**src/rtl/apb_master_mux_rr.sv**
```systemverilog
// N-way APB master multiplexer with round-robin arbitration and registered request/response paths.
// Define APB_MUX_TIMEOUT_EN to turn target hangs into error completions after TIMEOUT_CYCLES access cycles.
//
// state  | meaning
// IDLE   | arbitrate among pending m_psel bits
// SETUP  | downstream psel=1, penable=0
// ACCESS | downstream psel=1, penable=1, waiting for target pready
// DONE   | one-cycle m_pready pulse to the granted master
module apb_master_mux_rr #(
    parameter int NUM_MASTERS    = 4,
    parameter int TIMEOUT_CYCLES = 64
) (
    input  logic                      clk,
    input  logic                      clk__enable,
    input  logic                      reset_n,
    input  logic [NUM_MASTERS-1:0]    m_psel,
    input  logic [NUM_MASTERS-1:0]    m_penable,
    input  logic [NUM_MASTERS-1:0]    m_pwrite,
    input  logic [32*NUM_MASTERS-1:0] m_paddr,
    input  logic [32*NUM_MASTERS-1:0] m_pwdata,
    output logic [31:0]               m_prdata,
    output logic [NUM_MASTERS-1:0]    m_pready,
    output logic                      m_perr,
    output logic [31:0]               apb_request__paddr,
    output logic                      apb_request__penable,
    output logic                      apb_request__psel,
    output logic                      apb_request__pwrite,
    output logic [31:0]               apb_request__pwdata,
    input  logic [31:0]               apb_response__prdata,
    input  logic                      apb_response__pready,
    input  logic                      apb_response__perr,
    output logic                      busy,
    output logic [2:0]                grant_idx
);

    localparam logic [1:0] ST_IDLE   = 2'd0;
    localparam logic [1:0] ST_SETUP  = 2'd1;
    localparam logic [1:0] ST_ACCESS = 2'd2;
    localparam logic [1:0] ST_DONE   = 2'd3;

    logic [1:0]             state;
    logic [2:0]             last_grant;
    logic [7:0]             psel_pad;
    logic [3:0]             cand;
    logic                   req_any;
    logic [2:0]             next_grant;
    logic [31:0]            paddr_sel;
    logic [31:0]            pwdata_sel;
    logic                   pwrite_sel;
    logic [NUM_MASTERS-1:0] grant_onehot;

    assign psel_pad     = 8'(m_psel);
    assign busy         = (state != ST_IDLE);
    assign grant_onehot = {{(NUM_MASTERS-1){1'b0}}, 1'b1} << grant_idx;

    // Search starts just past the last winner, so a master cannot win twice while others wait.
    always_comb begin
        req_any    = 1'b0;
        next_grant = '0;
        cand       = '0;
        for (int k = 1; k <= NUM_MASTERS; k++) begin
            cand = {1'b0, last_grant} + 4'(k);
            if (cand >= 4'(NUM_MASTERS))
                cand = cand - 4'(NUM_MASTERS);
            if (!req_any && psel_pad[cand[2:0]]) begin
                req_any    = 1'b1;
                next_grant = cand[2:0];
            end
        end
    end

    always_comb begin
        paddr_sel  = '0;
        pwdata_sel = '0;
        pwrite_sel = 1'b0;
        for (int i = 0; i < NUM_MASTERS; i++) begin
            if (3'(i) == next_grant) begin
                paddr_sel  = m_paddr[32*i +: 32];
                pwdata_sel = m_pwdata[32*i +: 32];
                pwrite_sel = m_pwrite[i];
            end
        end
    end

`ifdef APB_MUX_TIMEOUT_EN
    logic [15:0] tcnt;
    logic        unused_ok;
    assign unused_ok = ^m_penable;
`else
    // m_penable and TIMEOUT_CYCLES play no part in this build.
    logic unused_ok;
    assign unused_ok = ^{m_penable, 16'(TIMEOUT_CYCLES)};
`endif

    always_ff @(posedge clk or negedge reset_n) begin
        if (!reset_n) begin
            state                <= ST_IDLE;
            last_grant           <= 3'(NUM_MASTERS - 1);
            grant_idx            <= '0;
            apb_request__paddr   <= '0;
            apb_request__pwdata  <= '0;
            apb_request__pwrite  <= 1'b0;
            apb_request__psel    <= 1'b0;
            apb_request__penable <= 1'b0;
            m_prdata             <= '0;
            m_perr               <= 1'b0;
            m_pready             <= '0;
`ifdef APB_MUX_TIMEOUT_EN
            tcnt                 <= '0;
`endif
        end else if (clk__enable) begin
            m_pready <= '0;
            case (state)
                ST_IDLE: begin
                    if (req_any) begin
                        grant_idx           <= next_grant;
                        last_grant          <= next_grant;
                        apb_request__paddr  <= paddr_sel;
                        apb_request__pwdata <= pwdata_sel;
                        apb_request__pwrite <= pwrite_sel;
                        apb_request__psel   <= 1'b1;
                        state               <= ST_SETUP;
                    end
                end
                ST_SETUP: begin
                    apb_request__penable <= 1'b1;
                    state                <= ST_ACCESS;
`ifdef APB_MUX_TIMEOUT_EN
                    tcnt                 <= '0;
`endif
                end
                ST_ACCESS: begin
                    if (apb_response__pready) begin
                        m_prdata             <= apb_response__prdata;
                        m_perr               <= apb_response__perr;
                        apb_request__psel    <= 1'b0;
                        apb_request__penable <= 1'b0;
                        m_pready             <= grant_onehot;
                        state                <= ST_DONE;
                    end
`ifdef APB_MUX_TIMEOUT_EN
                    else if (tcnt == 16'(TIMEOUT_CYCLES - 1)) begin
                        m_prdata             <= '0;
                        m_perr               <= 1'b1;
                        apb_request__psel    <= 1'b0;
                        apb_request__penable <= 1'b0;
                        m_pready             <= grant_onehot;
                        state                <= ST_DONE;
                    end else begin
                        tcnt <= tcnt + 16'd1;
                    end
`endif
                end
                default: begin
                    state <= ST_IDLE;
                end
            endcase
        end
    end

endmodule
```
**config.mk**
```make
export PLATFORM = sky130hd
export DESIGN_NAME = apb_master_mux_rr
export DESIGN_NICKNAME = d
export VERILOG_FILES = /design/src/rtl/apb_master_mux_rr.sv
export SDC_FILE = /design/constraint.sdc
export NUM_CORES = 1
export LEC_CHECK = 0
export CAP_MARGIN = 10
export CORE_AREA = 5 5 155 157
export CTS_BUF_LIST = sky130_fd_sc_hd__clkbuf_2
export DETAILED_ROUTE_END_ITERATION = 7
export DIE_AREA = 0 0 160 162
export GPL_ROUTABILITY_DRIVEN = 0
export PLACE_DENSITY = 0.66
export SLEW_MARGIN = 0
export SYNTH_ARGS = -nofsm -noshare
export SYNTH_HDL_FRONTEND = slang
export SYNTH_SLANG_ARGS = --single-unit
```
**constraint.sdc**
```tcl
create_clock -name clk -period 3.54 [get_ports clk]
set_input_delay 0.708 -clock clk [delete_from_list [all_inputs] [get_ports clk]]
set_output_delay 0.708 -clock clk [all_outputs]
set_load 0.01 [all_outputs]
```
==> results by group, run 1 <==
Run status
  • Status: finished, final reports clean

Timing
  • Worst Clk Skew: 0.0637 ns
  • Final Hold Vio Count: 0
  • Final min period: 3.18 ns
  • Slew Viols, Final: 0
  • PnR worst setup slack: 0.358 ns
  • RSZ-0062 raised after global routing: false
  • Maximum clock rate: 0.314 GHz
  • Worst-margin pin slew: 0.724 ns
  • Worst slew margin: 51.7%
  • Finish-stage setup viols: 0
  • Period utilization: 89.9%

Synthesis
  • Cells after Synth: 524
  • Synth warn: 0
  • Post-synth EDFFs: 0
  • Post-Syn Area per Cell: 12.7 sq um
  • Synth cell types: 38
  • Register area share after synthesis: 41.8%
  • Synthesized flop and latch total: 111
  • Async S/R FF share, synth: 100%
  • Syn nets: 834
  • Ys flop type: dfrtp_1
  • Area of the mapped netlist: 6650 sq um

Floorplanning
  • Initial Util: 29.7%
  • Die height: 162 microns
  • Die ar.: 25900 sq um
  • Die Wd: 160 microns
  • Row count: 55
  • Core area: 22400 sq um
  • I/O pin count: 413

Placed design
  • # port buffers: 408
  • Detailed Place HPWL: 18100 microns
  • Pre-CTS WS: -0.0293 ns

Global route
  • Total track usage: 16.6%
  • Pin count of the biggest net entering global routing: 59
  • Vias in the first global route: 6071
  • Initial antenna violation count: 1
  • First-pass GRT wire length: 34200 microns
  • Total gr overflow: 0

Cells and area
  • Area grow syn2layout: 70.9%
  • Nets: 1245
  • Final Util: 50.8%
  • Layout cells sized above 1: 16.7%

Clocking
  • CTS sink count: 111
  • Total CTS buffers: 9
  • Reg clk slew, reported paths: 0.40 ns
  • Cts repair resizes: 0
  • Clock Path Buffers: 2
  • CTS tree: yes
  • H-tree depth: 3
  • Clk Latency, worst-skew pair: 0.68 ns
  • CTS root buf: clkbuf_2

Critical path
  • Critical path required time: 4.11 ns
  • Critical path, cell by cell: inv_1 -> ha_1 -> mux2_1 -> o221a_2 -> a31oi_4 -> buf_12 -> buf_4 -> mux2i_1 -> mux2i_1 -> mux2_2
  • Crit path kind: reg2reg
  • Top Family by Delay on Critical Path: multiplexers
  • Worst Setup End Kind: flop
  • CP bufs+invs: 3
  • Critical Path Max Stage Delay: 0.70 ns
  • Maximum fanout along the worst path: 17
  • Most common cell on crit path: mux2i_1
  • Crit path arrival time: 3.75 ns
  • Worst Setup Start Kind: flop
  • Slowest cell on crit path: dfstp_2

Run
  • Max-Cap Viols: 0

Detailed routing
  • Vias per inst: 4.68
  • Final wirelength: 22400 microns
  • Initial DRT Pass Iterations: 4
  • Vias: 5742
  • Post-detailed-route wirelength per cell: 18.3 microns
  • Antenna-violating nets left: 0
  • DRT iter0 DRCs: 179
  • DRC: 0

Pwr
  • VDD IR max: 0.000376 V
  • Leakage: 0.00505 uW
  • Pwr Total: 9620 uW
  • PwrDens: 847 nW/um^2

Min path
  • HP Class: in2async
-- cell families (layout without fill, tap and decap cells) --
group | Yosys count | after routing | share of synthesized area (%)
adder cells (fa/ha/maj) | 5 | 5 | 0.941
AND/OR/NAND/NOR | 32 | 32 | 2.41
flip-flops | 111 | 111 | 41.8
multiplexers | 303 | 303 | 47.8
buffers and inverters | 45 | 461 | 4.10
other | 0 | 1 | 0
AO/OA/AOI/OAI | 28 | 28 | 2.97
-- power by group --
part / switching (uW) / leakage, uW / internal, uW
clock: 516 / 0.0000800 / 138
combinational: 2890 / 0.00365 / 3850
sequential: 329 / 0.00133 / 1900
-- cell usage after synthesis (all sizes together), types with 2 or more instances --
cell type,instances,area [sq um]
a21o,2,15.0
a21oi,6,30.0
a22oi,2,15.0
a31oi,3,25.0
buf,25,198
clkbuf,11,41.3
dfrtp,109,2730
dfstp,2,52.6
ha,5,62.6
inv,9,33.8
mux2,106,1190
mux2i,196,1960
nand2,9,33.8
nand2b,3,18.8
nand3,3,15.0
nand4,2,12.5
nor2,6,22.5
nor2b,4,25.0
o21ai,6,30.0
o22ai,2,12.5
-- per-layer routing --
metal | vias to the layer above | global-route usage [%] | routed length (microns)
met5 | - | 0 | 0
met2 | 243 | 28.8 | 11100
met4 | 0 | 3.91 | 359
met3 | 19 | 6.45 | 2060
met1 | 2733 | 19.3 | 8860
li1 | 2747 | - | -
-- area by class of cell --
cell class / count / area (sq um)
Tap cell: 285 / 357
Clock inverter: 7 / 88.8
Timing Repair Buffer: 436 / 4430
Sequential cell: 111 / 2780
Antenna cell: 1 / 2.50
Fill cell: 2031 / 11000
Clock buffer: 9 / 45.0
Multi-Input combinational cell: 368 / 3630
Inverter: 9 / 33.8
-- layout by cell type (no fill, tap or decap), drive strengths merged, types with 2 or more instances in the layout --
cell	Yosys	layout
a22oi	2	2
mux2	106	106
nor2b	4	4
dfrtp	109	109
nand3	3	3
clkdlybuf4s50	0	407
mux2i	196	196
a31oi	3	3
nand4	2	2
dfstp	2	2
buf	25	28
nand2	9	9
clkbuf	11	9
a21o	2	2
nand2b	3	3
a21oi	6	6
inv	9	15
ha	5	5
o21ai	6	6
nor2	6	6
o22ai	2	2
-- worst paths after layout --
check,slack (ns),cells after the start,from,to
setup reg to reg,0.36,10,last_grant[1],apb_request__paddr[29]
hold reg to reg,0.55,2,m_pready[0],m_pready[0]
min in group clk,0.55,2,m_pready[0],m_pready[0]
max in group asynchronous,2.14,3,reset_n,last_grant[1]
setup / recovery,0.36,10,last_grant[1],apb_request__paddr[29]
hold / removal,0.55,2,reset_n,m_prdata[0]
-- metrics by stage --
| step | cell area [sq um] | setup TNS [ns] | hold WS (ns) | std cells |
|---|---|---|---|---|
| after floorplan | 6650 | 0 | 0.412 | 524 |
| after global placement | 11200 | -0.00185 | 0.468 | 1208 |
| after detailed placement | 11200 | -0.0293 | 0.475 | 1208 |
| after CTS | 11400 | 0 | 0.481 | 1225 |
| after global routing | 11400 | 0 | 0.435 | 1226 |
| final | 11400 | 0 | 0.546 | 1226 |
-- state kept, by name, indices dropped and copies added (netlist names) --
| signal | count |
|---|---|
| apb_request__pwrite | 1 |
| m_prdata | 32 |
| state | 2 |
| grant_idx | 3 |
| apb_request__penable | 1 |
| m_perr | 1 |
| apb_request__paddr | 32 |
| m_pready | 4 |
| last_grant | 2 |
| apb_request__psel | 1 |
| apb_request__pwdata | 32 |
-- timing repair --
action,CTS,global route
buffers inserted,0,0
hold buffers,1,0
hold endpoints to repair,29,0
No activity file was read; power rests on OpenSTA's default activity.
==> run 2: changes to the inputs <==
- GPL_TIMING_DRIVEN: unset -> 1
==> results of run 2 <==
The final DEF is identical to that of run 1; final timing and power are the same.
